### src/rtl/pipe_cla.sv
// pipe_cla: pipelined carry-lookahead adder/subtractor, one K-bit chunk resolved per stage
module pipe_cla #(
    parameter int W = 16,
    parameter int K = 4
) (
    input  logic         clk,
    input  logic         rst,
    input  logic         in_valid,
    output logic         in_ready,
    input  logic [W-1:0] a,
    input  logic [W-1:0] b,
    input  logic         cin,
    input  logic         sub,
    output logic         out_valid,
    input  logic         out_ready,
    output logic [W-1:0] sum,
    output logic         cout
);
    localparam int S = W / K;

    logic         w_en;
    logic [S:0]   w_v, w_c;
    logic         r_v0, r_c0;
    logic [W-1:0] r_a0, r_b0;

    function automatic logic [K:0] cla(input logic [K-1:0] x, input logic [K-1:0] y, input logic c0);
        logic [K:0]   c;
        logic [K-1:0] g, p;
        logic         t, q;
        g = x & y;
        p = x ^ y;
        c[0] = c0;
        for (int j = 0; j < K; j++) begin
            t = g[j];
            q = p[j];
            for (int m = j - 1; m >= 0; m--) begin
                t = t | (q & g[m]);
                q = q & p[m];
            end
            c[j+1] = t | (q & c0);
        end
        return c;
    endfunction

    assign w_en      = !(out_valid && !out_ready);
    assign in_ready  = w_en;
    assign w_v[0]    = r_v0;
    assign w_c[0]    = r_c0;
    assign out_valid = w_v[S];
    assign cout      = w_c[S];

    // Subtraction folds into addition: B is inverted and the carry-in forced high here.
    always_ff @(posedge clk) begin
        if (rst) begin
            r_v0 <= 1'b0;
            r_c0 <= 1'b0;
            r_a0 <= '0;
            r_b0 <= '0;
        end else if (w_en) begin
            r_v0 <= in_valid;
            r_c0 <= sub | cin;
            r_a0 <= a;
            r_b0 <= sub ? ~b : b;
        end
    end

    for (genvar i = 0; i < S; i++) begin : g_st
        logic [W-i*K-1:0]   w_ua, w_ub;
        logic [(i+1)*K-1:0] w_ns;
        logic [K:0]         w_cy;
        logic               r_v, r_c;
        logic [(i+1)*K-1:0] r_s;
        assign w_cy = cla(w_ua[K-1:0], w_ub[K-1:0], w_c[i]);
        if (i == 0) begin : g_first
            assign w_ua = r_a0;
            assign w_ub = r_b0;
            assign w_ns = w_ua[K-1:0] ^ w_ub[K-1:0] ^ w_cy[K-1:0];
        end else begin : g_next
            assign w_ua = g_st[i-1].g_sk.r_a;
            assign w_ub = g_st[i-1].g_sk.r_b;
            assign w_ns = {w_ua[K-1:0] ^ w_ub[K-1:0] ^ w_cy[K-1:0], g_st[i-1].r_s};
        end
        if (i < S - 1) begin : g_sk
            logic [W-(i+1)*K-1:0] r_a, r_b;
            always_ff @(posedge clk) begin
                if (rst) begin
                    r_a <= '0;
                    r_b <= '0;
                end else if (w_en) begin
                    r_a <= w_ua[W-i*K-1:K];
                    r_b <= w_ub[W-i*K-1:K];
                end
            end
        end
        always_ff @(posedge clk) begin
            if (rst) begin
                r_v <= 1'b0;
                r_c <= 1'b0;
                r_s <= '0;
            end else if (w_en) begin
                r_v <= w_v[i];
                r_c <= w_cy[K];
                r_s <= w_ns;
            end
        end
        assign w_v[i+1] = r_v;
        assign w_c[i+1] = r_c;
    end

    assign sum = g_st[S-1].r_s;
endmodule

### config.mk
export PLATFORM = sky130hd
export DESIGN_NAME = pipe_cla
export DESIGN_NICKNAME = d
export VERILOG_FILES = /design/src/rtl/pipe_cla.sv
export SDC_FILE = /design/constraint.sdc
export NUM_CORES = 1
export LEC_CHECK = 0
export ABC_AREA = 1
export CAP_MARGIN = 5
export CORE_MARGIN = 3
export CORE_UTILIZATION = 44
export CTS_CLUSTER_SIZE = 40
export DETAILED_ROUTE_END_ITERATION = 8
export GPL_TIMING_DRIVEN = 0
export SETUP_SLACK_MARGIN = 0.2
export SLEW_MARGIN = 15
export SYNTH_ARGS = -nofsm -noshare
export SYNTH_HDL_FRONTEND = slang
export SYNTH_SLANG_ARGS = --single-unit
### constraint.sdc
create_clock -name clk -period 3.7 [get_ports clk]
set_input_delay 0.74 -clock clk [delete_from_list [all_inputs] [get_ports clk]]
set_output_delay 0.74 -clock clk [all_outputs]
set_load 0.01 [all_outputs]
==> results.json <==
{
  "antenna_left": 0,
  "synth_top_area_share_pct": 49.22,
  "finalSetupTns_ns": 0,
  "htreeDepth": 4,
  "pin_count": 57,
  "maxCapViolCount": 0,
  "synthCells": 665,
  "synth_common_cells": "nor2_1 (188), dfxtp_1 (130), o21ai_0 (120), nand2_1 (36), inv_1 (33)",
  "relSlewSlack_pct": 64.12,
  "rr_worst_depth": 6,
  "grt_max_degree": 17,
  "antenna_found_initial": 0,
  "worst_pin_slew_ns": 0.5382,
  "avgSynthCellArea_sq_um": 7.951,
  "worstReg2RegStart": "out_valid",
  "vias": 4457,
  "crit_required_ns": 2.96,
  "wl_um": 12380,
  "endpoint_kind": "output port",
  "syn_nets": 723,
  "dieArea_sq_um": 13370,
  "power_per_cell_area_nw_per_um2": 526.4,
  "ctsHoldBuffers": 0,
  "port_buffers": 55,
  "start_kind": "input port",
  "drt_pass1_iterations": 5,
  "grt_usage_pct": 20.25,
  "grt_pass1_wl_um": 20810,
  "fmaxAchievable_mhz": 302.2,
  "async_flop_share_pct": 0,
  "crit_arrival_ns": 2.57,
  "drv_slew": 0,
  "cts_buffers": 17,
  "fillCellCount": 1109,
  "drtIter0Drc": 229,
  "grt_pass1_vias": 4292,
  "synth_edf_count": 0,
  "cts_tree": "built",
  "synth_area_sq_um": 5288,
  "area_growth_pct": 25.04,
  "cts_buffer_depth": 2,
  "crit_fanout": 10,
  "cp-endpoint": "in_ready",
  "status": "finished, final reports clean",
  "rows": 39,
  "p_int_uw": 2705,
  "drive_gt1_share_pct": 7.314,
  "rr_endpoint": "g_st[0].w_ub[1]",
  "setup_viol": 0,
  "place.gp.congestion": 0.8136,
  "route.detailed.drc": 0,
  "via_per_inst": 4.980,
  "holdCritPathClass": "flip-flop to flip-flop",
  "fin_crit_ns": 3.309,
  "final_util_pct": 57.17,
  "clkLatencyLatePin_ns": 0.42,
  "synth_area_leaders": "dfxtp_1 (49%), nor2_1 (13%), o21ai_0 (11%), ha_1 (3.8%), xnor2_1 (3.0%)",
  "comb_power_share_pct": 7.7,
  "ys_seq_area_share_pct": 49.22,
  "power_frac_seq_pct": 44.2,
  "min_period_over_period_pct": 89.42,
  "die_w_um": 115.6,
  "post_cts_buffers": 0,
  "ys_warn_count": 0,
  "yosysMostFrequentCell": "nor2_1",
  "initial_utilization_pct": 45.72,
  "ys_ff_latch": 130,
  "clockRootBuffer": "clkbuf_16",
  "die_h_um": 115.6,
  "rsz0062_at_grt": "false",
  "synth_area_leader_cell": "dfxtp_1",
  "synth_cell_type_count": 24,
  "fp.coreArea_sq_um": 11560,
  "wl_per_cell_um": 13.84,
  "clock-sinks": 130,
  "ir_drop_v": 0.0002786,
  "switching_power_uw": 775.0,
  "p_leak_uw": 0.003119,
  "timing.hold.ws_ns": 0.4743,
  "synthFlopType": "dfxtp_1",
  "diodes": 0,
  "crit_type": "input port to output port",
  "switching_share_pct": 22.27,
  "crit_start": "out_ready",
  "clkPwrFrac_pct": 48.1,
  "rrSetupSlack_ns": 2.07,
  "hold_violations": 0,
  "nNetsFinal": 797,
  "globalRouteOverflowTotal": 0,
  "post_cts_resized": 0,
  "dp_hpwl_um": 9154,
  "finalClockSkew_ns": 0.01087,
  "cts.clk_slew.worst_paths_ns": 0.05
}
[logic make-up after synthesis]
| kind of cell | Yosys count | share of synthesized area [%] |
|---|---|---|
| xor+xnor | 20 | 3.313 |
| fa+ha+maj | 20 | 5.301 |
| flops | 130 | 49.22 |
| compound gates | 164 | 15.76 |
| simple gates | 254 | 19.14 |
| buf+inv | 77 | 7.264 |
[placed cells by master (no fill, tap or decap), types with 17 or more instances in the layout]
cell / n
nor2_1: 188
dfxtp_1: 130
o21ai_0: 120
clkdlybuf4s50_1: 55
nand2_1: 36
inv_1: 33
a21oi_1: 31
clkbuf_1: 26
xnor2_1: 18
clkbuf_16: 17
[layout make-up]
class,instances,area [sq um],share of cell area (%)
multi-input combinational,458,2301,34.80
tap,143,178.9,2.706
clock inverter,12,137.6,2.082
clock buffer,20,456.7,6.908
buffer,43,256.5,3.880
sequential,130,2603,39.36
inverter,34,127.6,1.930
timing repair buffer,55,550.5,8.327
[per-layer routing]
| layer | vias to the layer above | track usage, % | part of all wire (%) |
|---|---|---|---|
| li1 | 2316 | - | - |
| met1 | 2018 | 25.07 | 45 |
| met2 | 101 | 33.53 | 48 |
| met3 | 22 | 5.535 | 4.7 |
| met4 | 0 | 8.275 | 2.1 |
| met5 | - | 0 | 0 |
[state kept, by name (all words and copies together) (netlist names), 3 cells and up]
name / cells
sum: 16
g_st.r_c: 3
g_st.g_sk.r_a: 24
g_st.r_v: 3
g_st.r_s: 24
g_st.g_sk.r_b: 24
g_st.w_ub: 16
g_st.w_ua: 16
[per-stage QoR]
stage | area [sq um] | setup WS (ns) | std cells | power, uW
2_1_floorplan | 5288 | 1.692 | 665 | 1720
3_3_place_gp | 6017 | 0.4197 | 863 | 1828
3_5_place_dp | 6017 | 0.4183 | 863 | 1837
4_1_cts | 6611 | 0.4120 | 895 | 3510
5_1_grt | 6611 | 0.3105 | 895 | 3622
6_report | 6611 | 0.3914 | 895 | 3480
[power by group through the flow]
stage | clock, uW | sequential [uW] | combinational [uW]
global route | 1770 | 1550 | 309
finish | 1670 | 1540 | 269
global placement | 0 | 1570 | 262
floorplan | 0 | 1550 | 167
detailed placement | 0 | 1570 | 269
CTS | 1700 | 1540 | 271
[how the worst min path moves through the flow]
stage	startpoint	endpoint	depth (start not counted)
finish	g_st[1].g_sk.r_b[7]	g_st[1].g_sk.r_b[7]	2
global route	g_st[2].r_v	g_st[2].r_v	2
CTS	g_st[2].r_v	g_st[2].r_v	2
detailed placement	g_st[2].r_v	g_st[2].r_v	2
global placement	g_st[2].r_v	g_st[2].r_v	2
floorplan	g_st[2].r_v	g_st[2].r_v	2
[worst max-delay path, cell delays in order]
cell	delay, ns
clkdlybuf4s50_1	0.44
nor2_4	0.34
inv_2	0.22
buf_6	0.20
buf_6	0.15
clkdlybuf4s50_1	0.48
(Power assumes the default switching activity.)
==> edit 1 (same settings) <==
`W`: 16 -> 12.
--- a/src/rtl/pipe_cla.sv
+++ b/src/rtl/pipe_cla.sv
@@ -1,6 +1,6 @@
 // pipe_cla: pipelined carry-lookahead adder/subtractor, one K-bit chunk resolved per stage
 module pipe_cla #(
-    parameter int W = 16,
+    parameter int W = 12,
     parameter int K = 4
 ) (
     input  logic         clk,
Interface: changed (resized a, b and sum); port bits go from 57 to 45. The function was not compared with the original's and may differ.
==> edit 1 against the original RTL <==
- critical path depth stayed put
- power shrank 44%
- highest routed layer unchanged
- wire length down 39%
- worst setup slack gained 0.30 ns
- combinational power is 17% lower
- sequential cell count decreased by 50
- area after synthesis fell by 36%
- cell area is 37% lower
==> edit 1: results (changes against the original RTL) <==
Layout Nets=523 (-34%); RR Startpoint=g_st[0].w_ua[2]; DR vias/cell=4.88 (-1.9%); fraction of layout instances using a drive strength above 1=0.0870 (+0.0138); Endpoint, Worst Hold=g_st[1].r_v; DP Area=0.00394 mm² (-34%); buffering overhead=0.144 (+0.0223); static leakage=0.00192 µW (-38%); worst skew pair latency=0.35 ns (-0.07 ns); Commonest cells post-synth=nor2_1, dfxtp_1, o21ai_0; reg2reg end=g_st[0].r_s[3]; Max VDD drop=0.000273 V (-2.1%); Layout clock area frac=0.0566 (-0.0333); status=complete, no violations; worst slew pin tran=0.457 ns (-0.0808 ns); Util after Layout=0.567 (-0.00478); GP Congestion=0.862 (+5.9%); CP max stage delay=0.55 ns (+0.07 ns); Worst Skew=0.0120 ns (+0.00110 ns); WP data arrival=2.27 ns (-0.30 ns); top cells by area, synth=dfxtp_1, o21ai_0, nor2_1; Post-DP HPWL=5630 µm (-39%); met1 wire length=3550 µm (-37%); CLK BUF=11 (-45%); H-tree lvl count=3 (-1); multi-input logic area=0.00150 mm² (-35%); Port-buffer cells=43 (-22%); DR pass1 iterations=4 (-1); met2 routed WL=3530 µm (-40%); # fillers=735 (-34%); Register-to-Register Path Depth=8 (+2); largest net degree at the start of global routing=14 (-3); hold_sp=g_st[1].r_v; Avg Cell Area, Syn=7.99 µm² (+0.46%); Wirelength per Cell=13.1 µm (-5.4%); multi-input combinational area share=0.358 (+0.0102); root buf cell=clkbuf_8; Internal Power=1490 µW (-45%); Clock Pin Slew Worst Setup and Hold Paths=0.08 ns (+0.03 ns); first-pass GRT wire length=12700 µm (-39%); vias in the first global route=2733 (-36%); FF+latch area=0.00160 mm² (-38%); Buffers, non-clock=70 (-29%); multi-input logic cell count=286 (-38%); Logic inverters=31 (-8.8%); met2 Usage GRT=0.313 (-0.0224); seq_cells=80 (-38%); CTS Buf Count=9 (-8); met3 usage=0.0553 (-0.0000640); met1 Usage GRT=0.229 (-0.0216); 1st-iter DRT viols=87 (-62%); placed insts=566 (-34%)
## edit 1: cell types whose count changed after synthesis, sizes merged, moves of 4 or more
cell,change
clkbuf,-19
dfxtp,-50
ha,-4
nand2,-9
nand3,-4
nor2,-92
o21ai,-50
xnor2,-6
## edit 1: cell families after synthesis
logic type	after synthesis	synth area share
buffers and inverters	58	0.0853
DFF	80	0.473
AOI/OAI and AO/OA	110	0.165
xor gates and xnor gates	15	0.0388
and+or+nand+nor	146	0.175
adders and majority gates	15	0.0621
## edit 1: power groups by stage
| stage | registers (µW) | clock network (µW) | logic (µW) |
|---|---|---|---|
| floorplan | 973 | 0 | 137 |
| global placement | 977 | 0 | 221 |
| detailed placement | 978 | 0 | 224 |
| CTS | 958 | 778 | 226 |
| global route | 967 | 811 | 256 |
| finish | 958 | 759 | 224 |
## edit 1: stage by stage
step	setup WS [ns]	hold slack, ns
after floorplan	1.80	0.430
after global placement	0.692	0.443
after detailed placement	0.702	0.449
after CTS	0.690	0.460
after global routing	0.633	0.494
final	0.691	0.456
==> edit 2 (config.mk and constraints unchanged) <==
Without the edit above. Make the reset (`rst`) asynchronous in 3 clocked blocks.
--- a/src/rtl/pipe_cla.sv
+++ b/src/rtl/pipe_cla.sv
@@ -50,7 +50,7 @@
     assign cout      = w_c[S];
 
     // Subtraction folds into addition: B is inverted and the carry-in forced high here.
-    always_ff @(posedge clk) begin
+    always_ff @(posedge clk or posedge rst) begin
         if (rst) begin
             r_v0 <= 1'b0;
             r_c0 <= 1'b0;
@@ -82,7 +82,7 @@
         end
         if (i < S - 1) begin : g_sk
             logic [W-(i+1)*K-1:0] r_a, r_b;
-            always_ff @(posedge clk) begin
+            always_ff @(posedge clk or posedge rst) begin
                 if (rst) begin
                     r_a <= '0;
                     r_b <= '0;
@@ -92,7 +92,7 @@
                 end
             end
         end
-        always_ff @(posedge clk) begin
+        always_ff @(posedge clk or posedge rst) begin
             if (rst) begin
                 r_v <= 1'b0;
                 r_c <= 1'b0;
Behaviour: differs if rst is asserted again (counterexample within 10 cycles, from zero or initial values and one cycle with rst high); with rst held inactive, the same outputs for 10 cycles.
==> edit 2 against the original RTL <==
- cell area is 7.2% higher
- sequential cell count stayed put
- synthesized cell count is 8.0% lower
- sequential share of layout area is 6.5 points higher
- non-clock buffer count is 10 lower
- maximum frequency is 8.7% higher
- wire length is 0.96% higher
- hold slack worse by 0.011 ns
- area after synthesis is 7.8% higher
- worst setup slack better by 0.26 ns
Power is not compared: it rests on default switching activity, and its combinational part moved more than twofold at a synthesized area within 25%.
==> edit 2: results (changes against the original RTL) <==
status=complete, no violations; multi-input logic area=0.00204 mm² (-11%); met1 wire length=5840 µm (+4.0%); hold_sp=g_st[2].r_v; DR vias/cell=4.80 (-3.6%); adder-cell share of the synthesized area=0.0492 (-0.00384); met1 Usage GRT=0.263 (+0.0120); Yosys cell types=21 (-13%); # fillers=1162 (+4.8%); Post-DP HPWL=8970 µm (-2.0%); largest net degree at the start of global routing=38 (+21); 1st-iter DRT viols=223 (-2.6%); Total Routing Usage GR=0.192 (-0.00999); WHS Path Cells=1 (-1); fraction of layout instances using a drive strength above 1=0.107 (+0.0340); Synth Area in Compound Gates=0.0757 (-0.0819); sequential fraction of the synthesis area=0.571 (+0.0785); Logic inverters=42 (+24%); multi-input logic cell count=410 (-10%); Commonest cells post-synth=nand2_1, dfrtp_1, o21ai_0; Worst Skew=0.00581 ns (-0.00506 ns); metal3 WL=608 µm (+5.0%); Post-synth ARST share=1.00 (+1.00); ys flop type=dfrtp_1; buffering overhead=0.121 (-0.000774); top cells by area, synth=dfrtp_1, nand2_1, o21ai_0; CLK BUF=24 (+20%); reg2reg end=g_st[2].r_s[11]; Buffers, non-clock=88 (-10%); DR pass1 iterations=4 (-1)
edit 2: per-stage QoR:
step | instances | hold WS (ns) | setup WS [ns] | cell area, µm² | util
3_3_place_gp | 835 | 0.451 | 0.206 | 6460 | 0.525
4_1_cts | 868 | 0.469 | 0.636 | 7090 | 0.576
5_1_grt | 868 | 0.486 | 0.582 | 7090 | 0.576
3_5_place_dp | 838 | 0.451 | 0.637 | 6530 | 0.530
2_1_floorplan | 612 | 0.440 | 1.35 | 5700 | -
6_report | 868 | 0.464 | 0.656 | 7090 | 0.576
edit 2: logic make-up (layout without fill, tap and decap cells):
logic type / Yosys count / in the layout
adder cells (fa/ha/maj): 20 / 20
flip-flops: 130 / 130
XOR/XNOR: 20 / 20
AND/OR/NAND/NOR: 292 / 292
AO/OA/AOI/OAI: 78 / 78
buffers and inverters: 72 / 160
edit 2: power by group:
group	leakage [µW]	total, µW	switching (µW)	internal [µW]
Combinational	0.00164	2140	1200	943
Sequential	0.00158	2430	367	2060
Clock	0.000280	1600	564	1030
